### src/rtl/cmult_arbiter.sv
// Two-requester round-robin front end for a shared registered complex multiplier.
// One operation in flight: IDLE -> ISSUE -> CAPT -> RESP, result held until the consumer takes it.
module cmult_arbiter #(
    parameter int COUNT_WIDTH = 16
) (
    input  logic                   Clk,
    input  logic                   Reset,
    input  logic                   ReqValid0,
    input  logic                   ReqValid1,
    input  logic [15:0]            ReqOpA0,
    input  logic [15:0]            ReqOpA1,
    input  logic [15:0]            ReqOpB0,
    input  logic [15:0]            ReqOpB1,
    output logic                   ReqReady0,
    output logic                   ReqReady1,
    output logic [15:0]            MulIn1,
    output logic [15:0]            MulIn2,
    input  logic [33:0]            MulResult,
    output logic                   RespValid,
    output logic                   RespId,
    output logic [33:0]            RespData,
    input  logic                   RespReady,
    output logic                   Busy,
    output logic [COUNT_WIDTH-1:0] OpCount
);

    typedef enum logic [1:0] {
        ST_IDLE,
        ST_ISSUE,
        ST_CAPT,
        ST_RESP
    } state_t;

    state_t                   state_q;
    logic                     rr_q;
    logic [15:0]              mul_in1_q;
    logic [15:0]              mul_in2_q;
    logic                     resp_valid_q;
    logic                     resp_id_q;
    logic [33:0]              resp_data_q;
    logic                     busy_q;
    logic [COUNT_WIDTH-1:0]   op_count_q;

    logic                     grant_valid;
    logic                     grant_id;
    logic [1:0]               req_ready;
    logic [15:0]              op_a_d;
    logic [15:0]              op_b_d;
    logic [COUNT_WIDTH-1:0]   op_count_d;

    // rr_q names the requester that wins when both are pending.
    always_comb begin
        grant_valid = 1'b0;
        grant_id    = 1'b0;
        if (state_q == ST_IDLE) begin
            if (ReqValid0 && ReqValid1) begin
                grant_valid = 1'b1;
                grant_id    = rr_q;
            end else if (ReqValid0) begin
                grant_valid = 1'b1;
                grant_id    = 1'b0;
            end else if (ReqValid1) begin
                grant_valid = 1'b1;
                grant_id    = 1'b1;
            end
        end
    end

    for (genvar gi = 0; gi < 2; gi++) begin : g_ready
        assign req_ready[gi] = grant_valid && (grant_id == 1'(gi));
    end

    assign op_a_d     = grant_id ? ReqOpA1 : ReqOpA0;
    assign op_b_d     = grant_id ? ReqOpB1 : ReqOpB0;
    assign op_count_d = op_count_q + 1'b1;

    always_ff @(posedge Clk) begin
        if (Reset) begin
            state_q      <= ST_IDLE;
            rr_q         <= 1'b0;
            mul_in1_q    <= '0;
            mul_in2_q    <= '0;
            resp_valid_q <= 1'b0;
            resp_id_q    <= 1'b0;
            resp_data_q  <= '0;
            busy_q       <= 1'b0;
            op_count_q   <= '0;
        end else begin
            case (state_q)
                ST_IDLE: begin
                    if (grant_valid) begin
                        mul_in1_q <= op_a_d;
                        mul_in2_q <= op_b_d;
                        resp_id_q <= grant_id;
                        rr_q      <= ~grant_id;
                        busy_q    <= 1'b1;
                        state_q   <= ST_ISSUE;
                    end
                end
                ST_ISSUE: begin
                    state_q <= ST_CAPT;
                end
                ST_CAPT: begin
                    // Multiplier output reflects operands registered two edges ago.
                    resp_data_q  <= MulResult;
                    resp_valid_q <= 1'b1;
                    state_q      <= ST_RESP;
                end
                ST_RESP: begin
                    if (RespReady) begin
                        resp_valid_q <= 1'b0;
                        busy_q       <= 1'b0;
                        op_count_q   <= op_count_d;
                        state_q      <= ST_IDLE;
                    end
                end
                default: begin
                    state_q <= ST_IDLE;
                end
            endcase
        end
    end

    assign ReqReady0 = req_ready[0];
    assign ReqReady1 = req_ready[1];
    assign MulIn1    = mul_in1_q;
    assign MulIn2    = mul_in2_q;
    assign RespValid = resp_valid_q;
    assign RespId    = resp_id_q;
    assign RespData  = resp_data_q;
    assign Busy      = busy_q;
    assign OpCount   = op_count_q;

endmodule
### config.mk
export PLATFORM = sky130hd
export DESIGN_NAME = cmult_arbiter
export DESIGN_NICKNAME = d
export VERILOG_FILES = /design/src/rtl/cmult_arbiter.sv
export SDC_FILE = /design/constraint.sdc
export NUM_CORES = 1
export LEC_CHECK = 0
export ABC_AREA = 1
export ABC_CLOCK_PERIOD_IN_PS = 3600
export BUFFER_PORTS_ARGS = -buffer_cell sky130_fd_sc_hd__buf_4
export CAP_MARGIN = 20
export CELL_PAD_IN_SITES_DETAIL_PLACEMENT = 1
export CELL_PAD_IN_SITES_GLOBAL_PLACEMENT = 1
export CORE_ASPECT_RATIO = 1.1
export CORE_MARGIN = 5
export CORE_UTILIZATION = 33
export CTS_CLUSTER_DIAMETER = 40
export CTS_CLUSTER_SIZE = 8
export DETAILED_ROUTE_END_ITERATION = 16
export PLACE_DENSITY_LB_ADDON = 0.1
export RECOVER_POWER = 25
export SLEW_MARGIN = 10
export SYNTH_ARGS = -nofsm -noshare
export SYNTH_HDL_FRONTEND = slang
export SYNTH_SLANG_ARGS = --single-unit
### constraint.sdc
create_clock -name Clk -period 3.6 [get_ports Clk]
set_input_delay 0 -clock Clk [delete_from_list [all_inputs] [get_ports Clk]]
set_output_delay 0 -clock Clk [all_outputs]
set_load 0.01 [all_outputs]
==> impl_metrics.toml, run 1 <==
[run_status]
status = "completed"

[floorplanning]
num_io_pins = 190
dieWidth_um = 111.6
die-area_um2 = 13580
rows = 40
start_util_pct = 34.01
core_area_um2 = 11010
die_h_um = 121.7

[worst_setup_path]
cp_max_fo = 37
critPathMaxStageDelay_ps = 850
crit_slowest_cell = "clkinv_1"
path_common_cell = "nor2_1"
cp.arrival_ps = 2690
crit_buf_inv = 3
path_cells = "inv_1 -> ha_1 -> buf_4 -> clkinv_1 -> nor2_1 -> nor2_1"
cp_num_cells = 6
worstPathRequired_ps = 3810
crit_path_start_kind = "flip-flop"
crit_type = "reg -> reg"
cp-end-kind = "flip-flop"
rr_worst_depth = 6
cp_top_family = "buffers and inverters"

[place]
dp_hpwl_um = 9463
place_congestion = 0.7646
place_worst_setup_slack_ps = 1179
port_buffers = 189

[global_route]
gr-total-overflow = 0
grt_max_degree = 52
grt_pass1_vias = 4823
grt_pass1_wl_um = 23830
antenna_found_initial = 0
grt_use_total_pct = 21.51

[synthesis]
ys_seq_area_share_pct = 47.04
syn_inst = 516
synth_area_leaders = "dfxtp_1 47%, nand2_1 9.7%, nor2_1 9.4%"
synthMostInstantiatedCell = "nand2_1"
netlist.area_leader.share_pct = 47.04
synth_flop_cell = "dfxtp_1"
syn_area_um2 = 3745
synthTopCellsByCount = "97 x nand2_1, 94 x nor2_1, 88 x dfxtp_1"
synth_cell_types = 26
synth.largest_area_cell = "dfxtp_1"
syn_nets = 624
yosysWarnings = 0
syn_avg_cell_area_um2 = 7.257
synth-edff-count = 0
synth.ff_latch_count = 88
async_reset_ff_share_pct = 0

[pwr]
vdd_drop_max_uv = 316.8
p_leak_nw = 2.835
cellPowerDensity_nw_per_um2 = 642.5
power_mw = 3.861

[sta]
period_minus_slack_ps = 2479
tns_ps = 0
slew_violations = 0
fin_skew_ps = 6.866
setup_ws_ps = 1121
fmax_mhz = 403.4
hold_viol = 0
tightest_slew_ps = 951.9
rsz0062_at_grt = "no"
period_share_pct = 68.86
setup-violations-final = 0
slew_headroom_pct = 36.15

[clock_network]
h-tree-depth = 3
numCtsBuffers = 9
post-cts-setup-buffer-count = 0
cts_resized = 0
cts.reportedPaths.clkPinSlew_ps = 70
cts_tree = "done"
cts_sinks = 88
worstSkewPairLatency_ps = 330
clockRootBuffer = "clkbuf_16"
clock_path_buffers = 2

[cells_and_area]
drive_gt1_share_pct = 22.50
nets = 863
syn2layout_area_growth_pct = 60.47
n_antenna_cell = 0

[routing]
ant_nets = 0
drtIter0Drc = 133
first_pass_iters = 4
post-route-drc-count = 0
wirelength_um = 14520
via_count = 4343
via_per_inst = 4.788
wire_per_inst_um = 16.01

[min_path]
hold_path.class = "in -> reg"
hold_depth = 3

[job]
drv_cap = 0
==> state kept, by name, summed over array words and instances (netlist names) <==
signal	cells
Busy	1
MulIn2	16
RespValid	1
MulIn1	16
RespData	34
RespId	1
state_q	2
OpCount	16
rr_q	1
==> placed cells by master (no fill, tap or decap), types with 2 or more instances in the layout <==
master	instances
buf_4	149
nand2_1	97
nor2_1	94
dfxtp_1	88
dlygate4sd3_1	64
inv_1	55
a21oi_1	47
clkbuf_1	45
o21ai_0	42
o211ai_1	32
nand3_1	10
clkbuf_16	9
ha_1	5
nor3_1	4
o21a_1	3
clkbuf_8	3
inv_2	2
==> layout make-up <==
type | instances | area, um^2
sequential | 88 | 1762
inverter | 58 | 217.7
timing repair buffer | 257 | 1941
multi-input combinational | 341 | 1619
fill | 1402 | 5001
clock buffer | 14 | 274.0
clock inverter | 2 | 12.51
tap | 147 | 183.9
==> metrics by stage <==
step / hold slack [ps] / utilization [%] / instance area, um^2 / cells
4_1_cts: 1.463 / 56.05 / 6171 / 907
3_3_place_gp: 221.6 / 47.44 / 5224 / 826
6_report: 8.642 / 54.58 / 6010 / 907
2_1_floorplan: 134.9 / - / 3745 / 516
3_5_place_dp: 228.5 / 47.63 / 5244 / 827
5_1_grt: 19.18 / 54.58 / 6010 / 907
==> routing by layer <==
layer	vias to the layer above	share of wire, %	global-route usage, %
li1	2130	-	-
met1	2056	38	22.57
met2	130	53	40.54
met3	27	6.4	6.259
met4	0	2.7	8.289
met5	-	0	0
==> cell families (layout without fill, tap and decap cells) <==
family	Yosys count	count (layout)	share of synthesized area [%]
and+or+nand+nor	210	210	22.22
AOI/OAI and AO/OA	126	126	19.35
DFF	88	88	47.04
buffers and inverters	87	331	9.723
adders and majority gates	5	5	1.671
==> worst paths after layout <==
path	slack, ps	to	startpoint
max	1120	RespData[32]	state_q[0]
min	9	MulIn1[15]	ReqOpA1[15]
max reg2reg	1120	RespData[32]	state_q[0]
min reg2reg	470	RespId	RespId
==> where the power goes <==
group          total [mW]  internal [mW]  switching, mW
clock               0.904          0.525          0.379
sequential           1.42           1.26          0.154
combinational        1.54          0.604          0.939
==> tightest hold or removal path: stages <==
cell	delay [ps]
buf_4	80
o211ai_1	90
a21oi_1	130
==> repair_timing <==
item | in CTS | in global routing
endpoints found under the setup margin | 0 | 0
hold buffers | 64 | 0
endpoints found under the hold margin | 64 | 0
Power figures use the tool's default switching activity.
==> inputs of run 2 (changes only) <==
--- a/config.mk
+++ b/config.mk
@@ -6,14 +6,14 @@
 export NUM_CORES = 1
 export LEC_CHECK = 0
 export ABC_AREA = 1
-export ABC_CLOCK_PERIOD_IN_PS = 3600
+export ABC_CLOCK_PERIOD_IN_PS = 2600
 export BUFFER_PORTS_ARGS = -buffer_cell sky130_fd_sc_hd__buf_4
 export CAP_MARGIN = 20
 export CELL_PAD_IN_SITES_DETAIL_PLACEMENT = 1
 export CELL_PAD_IN_SITES_GLOBAL_PLACEMENT = 1
 export CORE_ASPECT_RATIO = 1.1
 export CORE_MARGIN = 5
-export CORE_UTILIZATION = 33
+export CORE_UTILIZATION = 31
 export CTS_CLUSTER_DIAMETER = 40
 export CTS_CLUSTER_SIZE = 8
 export DETAILED_ROUTE_END_ITERATION = 16
==> constraint.sdc (replaced) <==
create_clock -name Clk -period 2.6 [get_ports Clk]
set_input_delay 0 -clock Clk [delete_from_list [all_inputs] [get_ports Clk]]
set_output_delay 0 -clock Clk [all_outputs]
set_load 0.01 [all_outputs]
==> run 2 against run 1 <==
  * Non-clock buffer count fell by 9
  * Via count fell by 0.55%
  * Register-to-register slack got worse by 540 ps
  * Core utilization fell by 4.7 points
  * Combinational power rose by 36%
  * Die area rose by 5.9%
  * Sequential power rose by 37%
  * Hold slack got worse by 9.4 ps
  * Critical path depth did not move
  * Clock skew rose by 1.6 ps
  * Sequential share of layout area rose by 0.32 points
  * Design area fell by 1.1%
  * The run now ends with negative hold slack left
==> impl_metrics.toml, run 2 (synthesis gave the netlist of run 1 again) <==
[clock_network]
cts_sinks = 88
clock_path_buffers = 2
numCtsBuffers = 9
h-tree-depth = 3
cts.reportedPaths.clkPinSlew_ps = 60
worstSkewPairLatency_ps = 340
clockRootBuffer = "clkbuf_16"
cts_resized = 0
cts_tree = "done"

[routing]
first_pass_iters = 4
via_count = 4319
wirelength_um = 14100
ant_nets = 0
via_per_inst = 4.778
post-route-drc-count = 0
drtIter0Drc = 158
wire_per_inst_um = 15.60

[pwr]
swShare_pct = 36.96
cellPowerDensity_nw_per_um2 = 909.4
p_leak_nw = 2.807
internal_power_mw = 3.408
vdd_drop_max_uv = 409.4
seqPwrFrac_pct = 36.2
p_clk_share_pct = 25.0
comb_power_share_pct = 38.9
power.switching_mw = 1.998

[worst_setup_path]
cp.arrival_ps = 2050
crit_start = "state_q[1]"
cp_max_fo = 30
crit_type = "reg -> out"
worstPathRequired_ps = 2600
cp-end-kind = "primary output"
r2r-start = "state_q[1]"
crit_path_start_kind = "flip-flop"

[global_route]
grt_pass1_wl_um = 22310
grt_max_degree = 39
grt_use_total_pct = 19.10
grt_pass1_vias = 4606
antenna_found_initial = 0
gr-total-overflow = 0

[sta]
tns_ps = 0
rsz0062_at_grt = "no"
period_minus_slack_ps = 2052
slew_headroom_pct = 35.77
slew_violations = 0
fmax_mhz = 487.2
holdWs_ps = -0.7104
setup-violations-final = 0
hold_viol = 1
tightest_slew_ps = 957.6
fin_skew_ps = 8.459
period_share_pct = 78.94

[cells_and_area]
final_util_pct = 49.83
multi_input_area_um2 = 1619
fillCellCount = 1486
ff_latch_area_um2 = 1762
drive_gt1_share_pct = 22.67
nets = 854
syn2layout_area_growth_pct = 58.74
fin_cells = 904
final_common_cell = "buf_4"
final_cell_mix = "149 x buf_4, 97 x nand2_1, 94 x nor2_1"
n_antenna_cell = 0
largest_reg_flops = 34

[place]
port_buffers = 189
dpl.cell_count = 834
dp_hpwl_um = 9618
place_congestion = 0.8240

[floorplanning]
num_io_pins = 190
die-area_um2 = 14380
dieWidth_um = 114.8
die_h_um = 125.3
core_area_um2 = 11930
start_util_pct = 31.39
rows = 42

[min_path]
hold_path.class = "in -> reg"
hp-start = "ReqOpA1[12]"

[run_status]
status = "finished, violations left"
failed_checks = "negative hold slack"

[job]
drv_cap = 0
[run 2: cell count changes in the layout (fill, tap and decap cells not counted)]
cell,previous run,this run
clkinv_2,1,2
clkbuf_8,3,0
dlygate4sd3_1,64,55
bufinv_16,0,2
clkinvlp_4,1,0
[run 2: routing by layer]
| metal | track usage [%] | up-vias | routed length (um) |
|---|---|---|---|
| li1 | - | 2113 | - |
| met1 | 20.50 | 2052 | 5409 |
| met2 | 35.08 | 136 | 7377 |
| met3 | 4.978 | 18 | 1004 |
| met4 | 7.597 | 0 | 310 |
| met5 | 0 | - | 0 |
[run 2: final cells by class]
| type | count | share of cell area, % |
|---|---|---|
| repair buffers | 248 | 31.13 |
| flip-flops and latches | 88 | 29.64 |
| multi-input cells | 341 | 27.24 |
| clock buffers | 11 | 3.915 |
| inverters | 58 | 3.662 |
| well taps | 154 | 3.241 |
| clock inverters | 4 | 1.179 |
[run 2: final timing paths]
| path | depth (start not counted) | slack, ps | end |
|---|---|---|---|
| max reg2reg | 6 | 580 | MulIn2[0] |
| max | 6 | 550 | ReqReady0 |
| min reg2reg | 2 | 460 | MulIn1[14] |
| min | 3 | -0.7 | MulIn1[12] |
[run 2: stage by stage]
stage / power (mW) / cell area (um^2) / setup slack (ps)
floorplan: 3.169 / 3745 / 1231
global placement: 4.102 / 5253 / 714.6
detailed placement: 4.192 / 5253 / 638.6
CTS: 5.636 / 6106 / 559.2
global route: 5.801 / 5944 / 393.9
finish: 5.406 / 5944 / 547.6
[run 2: repair_timing]
item | CTS | global route
hold buffers | 55 | 0
setup endpoints to repair | 0 | 0
endpoints found under the hold margin | 55 | 0
buffers inserted | 0 | 0
[run 2: power by group through the flow]
stage | Sequential, mW | Combinational (mW) | Clock, mW
floorplan | 2.13 | 1.04 | 0
global placement | 1.96 | 2.15 | 0
detailed placement | 1.98 | 2.21 | 0
CTS | 1.96 | 2.29 | 1.39
global route | 2.00 | 2.36 | 1.45
finish | 1.95 | 2.10 | 1.35
[run 2: critical path, cell delays in order (launching register included)]
cell	delay [ps]
dfxtp_1	330
inv_1	110
ha_1	260
nand3_2	500
inv_1	230
nor2_1	100
buf_4	180
==> inputs of run 3 (changes only) <==
--- a/config.mk
+++ b/config.mk
@@ -6,7 +6,7 @@
 export NUM_CORES = 1
 export LEC_CHECK = 0
 export ABC_AREA = 1
-export ABC_CLOCK_PERIOD_IN_PS = 2600
+export ABC_CLOCK_PERIOD_IN_PS = 2009
 export BUFFER_PORTS_ARGS = -buffer_cell sky130_fd_sc_hd__buf_4
 export CAP_MARGIN = 20
 export CELL_PAD_IN_SITES_DETAIL_PLACEMENT = 1
==> constraint.sdc (replaced) <==
create_clock -name Clk -period 2.01 [get_ports Clk]
set_input_delay 0 -clock Clk [delete_from_list [all_inputs] [get_ports Clk]]
set_output_delay 0 -clock Clk [all_outputs]
set_load 0.01 [all_outputs]
==> run 3 against run 2 <==
  * The run now ends clean
  * Design area up 1.3%
  * Non-clock buffer count increased by 11
  * Flip-flop and latch count unchanged
  * Clock skew decreased by 2.7 ps
  * Worst setup slack got worse by 340 ps
  * Core utilization is 0.65 points higher
  * Largest power group unchanged
  * Highest routed layer unchanged
==> impl_metrics.toml, run 3 (synthesis gave the netlist of run 1 again) <==
[cells_and_area]
nets = 865
final_common_cell = "buf_4"
finalInstanceArea_um2 = 6022
largest_reg_flops = 34
syn2layout_area_growth_pct = 60.81
final_cell_mix = "153 x buf_4, 97 x nand2_1, 94 x nor2_1"
drive_gt1_share_pct = 22.86
fin_cells = 916

[sta]
period_share_pct = 89.90
setup-violations-final = 0
fmax_mhz = 553.4
fin_skew_ps = 5.767
period_minus_slack_ps = 1807
slew_violations = 0
hold_viol = 0
tns_ps = 0
rsz0062_at_grt = "no"
holdWs_ps = 12.33
tightest_slew_ps = 605.4
slew_headroom_pct = 59.58

[pwr]
vdd_drop_max_uv = 499.3
cellPowerDensity_nw_per_um2 = 1148
power_mw = 6.912
p_leak_nw = 2.844

[routing]
wirelength_um = 14050
drtIter0Drc = 192
via_per_inst = 4.688
post-route-drc-count = 0
via_count = 4294
wire_per_inst_um = 15.34
first_pass_iters = 5
ant_nets = 0

[worst_setup_path]
crit_buf_inv = 4
cp.arrival_ps = 1810
cp_max_fo = 29
cp-end-kind = "primary output"
crit_slowest_cell = "dfxtp_1"
cp_top_family = "buffers and inverters"
crit_path_start_kind = "flip-flop"
critPathMaxStageDelay_ps = 350
crit_type = "reg -> out"
worstPathRequired_ps = 2010
path_cells = "inv_1 -> ha_1 -> nand3_2 -> buf_4 -> inv_1 -> nor2_1 -> buf_4"

[floorplanning]
dieWidth_um = 114.8
start_util_pct = 31.39
num_io_pins = 190
die_h_um = 125.3
rows = 42
die-area_um2 = 14380
core_area_um2 = 11930

[global_route]
grt_max_degree = 39
gr-total-overflow = 0
grt_use_total_pct = 19.42
antenna_found_initial = 0
grt_pass1_wl_um = 22640
grt_pass1_vias = 4558

[clock_network]
numCtsBuffers = 9
cts.reportedPaths.clkPinSlew_ps = 60
clock_path_buffers = 2
cts_tree = "done"
cts_sinks = 88
h-tree-depth = 3
hold_buffers = 63
post-cts-setup-buffer-count = 0
worstSkewPairLatency_ps = 330
clockRootBuffer = "clkbuf_16"
cts_resized = 0

[place]
place_congestion = 0.7962
dp_hpwl_um = 9388
placed_area_um2 = 5263
dpl.cell_count = 837
port_buffers = 189

[job]
drv_cap = 0

[run_status]
status = "completed"

[min_path]
hold_path.class = "in -> reg"
## run 3: cell count changes in the layout (fill, tap and decap cells not counted)
cell	change
dlygate4sd3_1	+8
bufinv_16	-1
clkbuf_8	+1
buf_4	+4
diode_2	+1
clkinv_2	+1
buf_12	-1
clkbuf_1	-1
## run 3: layer usage
metal / GRT usage (%) / share of wire, % / up-vias
li1: - / - / 2136
met1: 21.88 / 39 / 2031
met3: 6.912 / 8.3 / 9
met5: 0 / 0 / -
met4: 5.318 / 1.1 / 0
met2: 34.36 / 52 / 118
## run 3: final timing paths
path,startpoint,endpoint,slack (ps),cells past startpoint
worst min-delay path,ReqOpA1[13],MulIn1[13],10,3
worst max register to register,state_q[1],MulIn1[12],290,6
worst max-delay path,state_q[0],ReqReady0,200,7
worst min register to register,MulIn2[6],MulIn2[6],460,2
## run 3: worst min-delay path: stages
cell	delay (ps)
buf_4	80
o211ai_1	80
a21oi_1	130
## run 3: layout make-up
class	instances	area, um^2
Sequential cell	88	1762
Clock inverter	4	45.04
Fill cell	1496	5907
Tap cell	154	192.7
Multi-Input combinational cell	341	1619
Inverter	58	217.7
Antenna cell	1	2.502
Clock buffer	11	242.7
Timing Repair Buffer	259	1941
## run 3: through the flow
step | utilization, % | setup WS, ps
floorplan | - | 640.9
global placement | 44.12 | 451.8
detailed placement | 44.12 | 338.3
CTS | 51.81 | 183.3
global route | 50.46 | 77.81
finish | 50.48 | 203.0
## run 3: power breakdown
part	total, mW	leakage, nW	switching, mW	internal [mW]
Clock	1.66	0.145	0.674	0.985
Sequential	2.52	0.721	0.265	2.26
Combinational	2.73	1.98	1.66	1.07
Total	6.91	2.84	2.59	4.32
